File: src/rtl/mips_pkg.sv
// Shared types and constants for the MIPS pipeline stages.
package mips_pkg;

    localparam int unsigned INSTR_W = 32;
    localparam int unsigned ADDR_W  = 32;

    localparam logic [INSTR_W-1:0] NOP_WORD = 32'h0000_0000;

    typedef enum logic [1:0] {
        S_FETCH = 2'd0,
        S_PARK  = 2'd1,
        S_DROP  = 2'd2
    } fetch_state_e;

endpackage : mips_pkg

File: src/rtl/if_id_register.sv
// Generic stage register: valid, PC and instruction with flush > load > hold priority.
module if_id_register
    import mips_pkg::*;
(
    input  logic               clk,
    input  logic               rst_n,
    input  logic               load_i,
    input  logic               flush_i,
    input  logic [ADDR_W-1:0]  pc_i,
    input  logic [INSTR_W-1:0] instr_i,
    output logic               valid_o,
    output logic [ADDR_W-1:0]  pc_o,
    output logic [INSTR_W-1:0] instr_o
);

    logic               valid_q, valid_d;
    logic [ADDR_W-1:0]  pc_q, pc_d;
    logic [INSTR_W-1:0] instr_q, instr_d;

    // NOTE: every output of a combinational block gets a default first, so no path leaves it unassigned and no latch is inferred.
    always_comb begin
        valid_d = valid_q;
        pc_d    = pc_q;
        instr_d = instr_q;
        if (flush_i) begin
            valid_d = 1'b0;
            instr_d = NOP_WORD;
        end else if (load_i) begin
            valid_d = 1'b1;
            pc_d    = pc_i;
            instr_d = instr_i;
        end
    end

    // NOTE: state registers use non-blocking assignments so all flops update together from pre-edge values.
    always_ff @(posedge clk or negedge rst_n) begin
        if (!rst_n) begin
            valid_q <= 1'b0;
            pc_q    <= '0;
            instr_q <= NOP_WORD;
        end else begin
            valid_q <= valid_d;
            pc_q    <= pc_d;
            instr_q <= instr_d;
        end
    end

    assign valid_o = valid_q;
    assign pc_o    = pc_q;
    assign instr_o = instr_q;

endmodule : if_id_register

File: src/rtl/fetch_stage.sv
// Instruction fetch stage: PC, req/ack fetch handshake, park buffer and IF/ID register.
// Defining IF_PERF_CNT_EN adds the fetch_count / flush_count performance outputs.
module fetch_stage
    import mips_pkg::*;
#(
    parameter logic [ADDR_W-1:0] RESET_PC = 32'h0000_0000,
    parameter logic [ADDR_W-1:0] PC_STEP  = 32'd4
) (
    input  logic               clk,
    input  logic               rst_n,
    input  logic               freeze,
    input  logic               branch_taken,
    input  logic [ADDR_W-1:0]  branch_address,
    output logic               imem_req,
    output logic [ADDR_W-1:0]  imem_addr,
    input  logic               imem_ack,
    input  logic [INSTR_W-1:0] imem_rdata,
    output logic               if_valid,
    output logic [ADDR_W-1:0]  PC,
    output logic [INSTR_W-1:0] Instruction
`ifdef IF_PERF_CNT_EN
    ,
    output logic [31:0]        fetch_count,
    output logic [31:0]        flush_count
`endif
);

    fetch_state_e       state_q, state_d;
    logic [ADDR_W-1:0]  pc_q, pc_d;
    logic [ADDR_W-1:0]  req_addr_q, req_addr_d;
    logic [ADDR_W-1:0]  seq_pc;
    logic [ADDR_W-1:0]  park_pc_q;
    logic [INSTR_W-1:0] park_instr_q;
    logic               park_en;
    logic               ifid_load, ifid_flush;
    logic [ADDR_W-1:0]  ifid_pc;
    logic [INSTR_W-1:0] ifid_instr;

    assign seq_pc = req_addr_q + PC_STEP;

    always_comb begin
        state_d    = state_q;
        pc_d       = pc_q;
        req_addr_d = req_addr_q;
        park_en    = 1'b0;
        ifid_load  = 1'b0;
        ifid_pc    = seq_pc;
        ifid_instr = imem_rdata;
        case (state_q)
            S_FETCH: begin
                if (branch_taken) begin
                    pc_d = branch_address;
                    if (imem_ack) req_addr_d = branch_address;
                    else          state_d    = S_DROP;
                end else if (imem_ack) begin
                    pc_d = pc_q + PC_STEP;
                    if (freeze) begin
                        park_en = 1'b1;
                        state_d = S_PARK;
                    end else begin
                        req_addr_d = seq_pc;
                        ifid_load  = 1'b1;
                    end
                end
            end
            S_DROP: begin
                // The stale request must complete before the redirect can be issued.
                if (branch_taken) pc_d = branch_address;
                if (imem_ack) begin
                    req_addr_d = branch_taken ? branch_address : pc_q;
                    state_d    = S_FETCH;
                end
            end
            S_PARK: begin
                ifid_pc    = park_pc_q;
                ifid_instr = park_instr_q;
                if (branch_taken) begin
                    pc_d       = branch_address;
                    req_addr_d = branch_address;
                    state_d    = S_FETCH;
                end else if (!freeze) begin
                    ifid_load  = 1'b1;
                    req_addr_d = pc_q;
                    state_d    = S_FETCH;
                end
            end
            default: state_d = S_FETCH;
        endcase
        // Without a branch, freeze holds IF/ID; otherwise anything not loaded becomes a bubble.
        ifid_flush = branch_taken | (~freeze & ~ifid_load);
    end

    always_ff @(posedge clk or negedge rst_n) begin
        if (!rst_n) begin
            state_q    <= S_FETCH;
            pc_q       <= RESET_PC;
            req_addr_q <= RESET_PC;
        end else begin
            state_q    <= state_d;
            pc_q       <= pc_d;
            req_addr_q <= req_addr_d;
        end
    end

    // NOTE: the park buffer is pure datapath qualified by state_q, so it carries no reset.
    always_ff @(posedge clk) begin
        if (park_en) begin
            park_pc_q    <= seq_pc;
            park_instr_q <= imem_rdata;
        end
    end

    assign imem_req  = rst_n & (state_q != S_PARK);
    assign imem_addr = req_addr_q;

    if_id_register u_if_id (
        .clk     (clk),
        .rst_n   (rst_n),
        .load_i  (ifid_load),
        .flush_i (ifid_flush),
        .pc_i    (ifid_pc),
        .instr_i (ifid_instr),
        .valid_o (if_valid),
        .pc_o    (PC),
        .instr_o (Instruction)
    );

`ifdef IF_PERF_CNT_EN
    logic [31:0] fetch_count_q, flush_count_q;

    always_ff @(posedge clk or negedge rst_n) begin
        if (!rst_n) begin
            fetch_count_q <= '0;
            flush_count_q <= '0;
        end else begin
            if (ifid_load)    fetch_count_q <= fetch_count_q + 32'd1;
            if (branch_taken) flush_count_q <= flush_count_q + 32'd1;
        end
    end

    assign fetch_count = fetch_count_q;
    assign flush_count = flush_count_q;
`endif

endmodule : fetch_stage

File: config.mk
export PLATFORM = sky130hd
export DESIGN_NAME = fetch_stage
export DESIGN_NICKNAME = d
export VERILOG_FILES = /design/src/rtl/mips_pkg.sv /design/src/rtl/if_id_register.sv /design/src/rtl/fetch_stage.sv
export SDC_FILE = /design/constraint.sdc
export NUM_CORES = 1
export LEC_CHECK = 0
export CORE_MARGIN = 2
export CORE_UTILIZATION = 35
export DETAILED_ROUTE_END_ITERATION = 7
export DONT_BUFFER_PORTS = 1
export PLACE_DENSITY_LB_ADDON = 0.05
export SYNTH_ARGS = -nofsm -noshare
export SYNTH_HDL_FRONTEND = slang
export SYNTH_SLANG_ARGS = --single-unit
File: constraint.sdc
create_clock -name clk -period 4.8 [get_ports clk]
set_input_delay 1.44 -clock clk [delete_from_list [all_inputs] [get_ports clk]]
set_output_delay 1.44 -clock clk [all_outputs]
set_load 0.01 [all_outputs]
; ---- Word level (Yosys, flattened, before mapping)
; Cells that the tools add are included.
[op_classes]
addsub = 2
n_eq_ne = 10
muxes = 35
n_bitwise = 6
n_reduce_logical = 9
[op_table]
columns = cell, n
row1 = 32-bit 2-to-1 mux, 14
row2 = 32-bit case mux with 3 select lines, 1
row3 = "32-bit by 3-bit adder with 32-bit output, second input constant", 2
row4 = 32-bit case mux with 2 select lines, 1
row5 = "3-bit inequality test, second input constant", 5
row6 = 2-bit 2-to-1 mux, 7
row7 = 1-bit 2-to-1 mux, 10
row8 = 5-bit AND reduction, 2
row9 = 2-bit case mux with 3 select lines, 1
row10 = "2-bit inequality test, second input constant", 2
row11 = 2-bit AND reduction, 2
row12 = 2-bit nonzero test, 2
row13 = 1-bit NOT, 3
row14 = 3-bit nonzero test, 1
row15 = 1-bit bitwise AND, 2
row16 = "2-bit by 1-bit equality test with 1-bit output, second input constant", 1
row17 = "2-bit equality test, second input constant", 1
row18 = 2-bit logical NOT, 1
row19 = "2-bit by 1-bit inequality test with 1-bit output, second input constant", 1
row20 = 1-bit case mux with 2 select lines, 1
row21 = 2-bit OR reduction, 1
row22 = 1-bit bitwise OR, 1
[word_totals]
reg_bits = 195
out_inout_bits = 98
wordCells = 70

; ---- Depth between registers and ports, before layout
[logic_depth]
depth_word = 9
ltp_mapped = 10
depth_no_buf = 7

; ---- Hierarchy
; A second synthesis with hierarchy kept.
[hier_totals]
hier_cells = 896
area_unflattened_um2 = 10099.7
[by_module_without_submodules]
columns = mod, n_inst, cells_per_inst, area_each_um2, seq_area_each_um2
row1 = fetch_stage, 1, 720, 7450.9, 3573.4
row2 = if_id_register, 1, 176, 2648.8, 1626.6

; ---- Worst setup path after synthesis
; Ideal clock, no wire load.
[synth_timing]
path_kind = input port to flip-flop
startpoint = input branch_taken
endpoint = register park_instr_q[0] (enable)
setup_ns = 0.430
arrival_ns = 3.507
path_slack_ns = 0.863
path_stages = 4
cell_sequence = clkbuf_1 nor2b_1 clkbuf_1 and3_1
[synth_via]
elab_chain_cells = 2
[synth_lines]
columns = element, line_no
row1 = "start, declared", fetch_stage.sv:12  ; input logic branch_taken,
row2 = 1-bit 2-to-1 mux, fetch_stage.sv:51  ; if (branch_taken) begin
row3 = 1-bit 2-to-1 mux, fetch_stage.sv:49  ; case (state_q)
row4 = via park_en, fetch_stage.sv:34  ; logic park_en;
row5 = "end signal, assigned", fetch_stage.sv:109  ; park_instr_q <= imem_rdata;
row6 = "end, declared", fetch_stage.sv:33  ; logic [INSTR_W-1:0] park_instr_q;
; The timed path passes the listed nets, and every way through them passes these cells.
; A chain may end at the register's enable or synchronous reset.

; ---- Worst setup path in the final report
[layout_timing]
startpoint = input rst_n
endpoint = output imem_req
[layout_via]
elab_chain_cells = 1
[layout_lines]
columns = element, line_no
row1 = "start, declared", fetch_stage.sv:10  ; input logic rst_n,
row2 = 1-bit bitwise AND, fetch_stage.sv:113  ; assign imem_req = rst_n & (state_q != S_PARK);
row3 = "end, declared", fetch_stage.sv:14  ; output logic imem_req,
; No other way between the ends.

==> impl_metrics.yaml <==
global_route:
  overflow: 0
  track_usage_pct: 20.0
  grt_pass1_vias: 7278
  grt_pass1_wl_mm: 44.9
  antenna_found_initial: 0
  grt_max_degree: 133
synth:
  synth-edff-count: 64
  ys.flop_type: "dfrtp_1"
  avgSynthCellArea_sq_um: 10.3
  synthCells: 948
  synth_area_sq_um: 9790
  synthSimpleGateAreaFrac_pct: 15.7
  ys_warn_count: 0
  async_flop_share_pct: 67.2
  synthXorXnorAreaFrac_pct: 2.24
  synth_top_family_by_area: "compound AO/OA/AOI/OAI gates"
  ys_ff_latch: 195
  synth_cell_types: 65
  synthMuxAreaShare_pct: 5.12
  synth_fa_ha_area_share_pct: 0.767
  synth-seq-area-share_pct: 53.1
  syn_nets: 1023
  synth_compound_area_share_pct: 18.3
finish:
  final_core_util_pct: 38.5
  fin_area_sq_um: 10700
  final_cell_mix: "dfrtp_1, nand2_1, o21ai_0"
  area_growth_pct: 8.77
  layout_commonest_cell: "dfrtp_1"
  n_antenna_cell: 0
  drive_above_1_share_pct: 8.22
  final_nets: 988
setup_path:
  cp-start-kind: "input port"
  cp.arrival_ns: 1.72
  rr_worst_depth: 8
  worstPathCellList: "nor2b_1"
  cp.required_ns: 3.36
  r2r-end: "pc_q[22]"
  cp_num_buf_inv: 0
  rrSetupSlack_ns: 1.69
  r2r-start: "state_q[0]"
  criticalPathCategory: "in2out"
  critPathCaptureType: "output pin"
  cp_top_family: "simple AND/OR/NAND/NOR gates"
  cp_slowest_stage_delay_ns: 0.24
  crit_fanout: 132
  crit_slowest_cell: "nor2b_1"
routing:
  routed_wl_mm: 29.4
  vias: 7487
  remaining_drc_errors: 0
  via_per_inst: 5.75
  drtAntennaViolNets: 0
  wl_per_cell_um: 22.5
  drtIter0Drc: 605
  dr.pass1.iters: 6
die:
  fp.dieArea_sq_um: 29300
  fp-row-count: 61
  coreArea_sq_um: 27600
  die-height_um: 171
  die_w_um: 171
  start_util_pct: 35.4
  boundaryPins: 167
cts:
  clock_latency_ns: 0.45
  cts.sinks: 195
  ctsHoldBuffers: 0
  clkTransAtPathRegs_ns: 0.08
  htreeDepth: 4
  cts_resized: 0
  post_cts_buffers: 0
  clockBufferDepth: 2
  cts_tree: "done"
  cts_root_buffer: "clkbuf_16"
  cts_buffers: 17
placed_design:
  dp_hpwl_mm: 20.1
  gp_congestion: 0.801
  place_area_sq_um: 10100
  io_buffers: 0
job:
  cap_violations: 0
timing:
  fin_worst_skew_ns: 0.0215
  final.min_clock_period_ns: 3.16
  hold_violations: 0
  worst_pin_slew_ns: 1.29
  rsz0062_at_grt: "no"
  period_share_pct: 65.9
  finalSetupTns_ns: 0
  fmax_mhz: 316
  slew_headroom_pct: 14.0
  drv_slew: 0
  final-setup-viol-count: 0
power_and_ir_drop:
  ir_worst_vdd_v: 0.000225
  p_leak_nw: 4.16
  p_per_area_nw_per_um2: 608
worst_hold_path:
  hp-class: "reg2reg"
  hp-start: "park_pc_q[26]"
  holdPathEnd: "u_if_id.pc_o[26]"
  hold_depth: 2
outcome:
  outcome: "finished clean"
[layer usage]
| metal | part of all wire [%] | GRT usage, % | up-vias |
|---|---|---|---|
| li1 | - | - | 3449 |
| met1 | 44 | 27.1 | 3731 |
| met2 | 45 | 30.8 | 289 |
| met3 | 9.8 | 7.20 | 18 |
| met4 | 0.69 | 4.46 | 0 |
| met5 | 0 | 0 | - |
[logic make-up after synthesis]
group,after synthesis
flip-flops,195
multiplexers,50
XOR/XNOR,25
adder cells (fa/ha/maj),6
AO/OA/AOI/OAI,275
AND/OR/NAND/NOR,295
buffers and inverters,102
[through the flow]
stage	worst slack [ns]	cells	hold slack, ns	power, mW
floorplan	0.863	948	0.446	4.34
global placement	1.54	1272	0.462	5.00
detailed placement	1.49	1272	0.479	5.07
CTS	1.67	1303	0.508	6.52
global route	1.49	1303	0.525	6.90
finish	1.64	1303	0.497	6.47
[Yosys cell counts (all sizes together), types with 19 or more instances]
library cell / n / area share, %
o21ai: 95 / 4.9
nand2: 102 / 3.9
nor2: 40 / 1.6
nor3: 22 / 1.2
a22oi: 19 / 1.5
clkbuf: 51 / 2.3
inv: 31 / 1.2
dfrtp: 131 / 33
mux2i: 49 / 5.0
edfxtp: 64 / 20
and3: 24 / 1.5
a21oi: 49 / 2.5
nand3: 34 / 1.8
[state kept, by name (all words and copies together) (netlist names)]
name / count
imem_addr: 32
park_instr_q: 32
park_pc_q: 32
pc_q: 32
state_q: 2
u_if_id.instr_o: 32
u_if_id.pc_o: 32
u_if_id.valid_o: 1
[final cells by class]
class / count / area (sq um)
clock buffers: 17 / 425
clock inverters: 14 / 160
fillers: 2726 / 17000
inverters: 33 / 124
multi-input cells: 651 / 4160
flip-flops and latches: 195 / 5200
well taps: 378 / 473
repair buffers: 15 / 113
[report_power, final]
part / leakage, nW / internal [mW] / switching, mW
clock network: 0.285 / 0.698 / 0.734
logic: 1.62 / 0.773 / 1.24
registers: 2.25 / 2.22 / 0.800
[how the worst max path moves through the flow]
stage | startpoint | depth (start not counted) | end | slack, ns
after floorplan | branch_taken | 4 | park_instr_q[0] | 0.86
after global placement | freeze | 4 | park_pc_q[22] | 1.54
after detailed placement | branch_taken | 5 | pc_q[22] | 1.49
after CTS | rst_n | 1 | imem_req | 1.67
after global routing | state_q[1] | 8 | imem_addr[28] | 1.49
final | rst_n | 1 | imem_req | 1.64
Note: power is estimated with default switching activity, not from simulation.
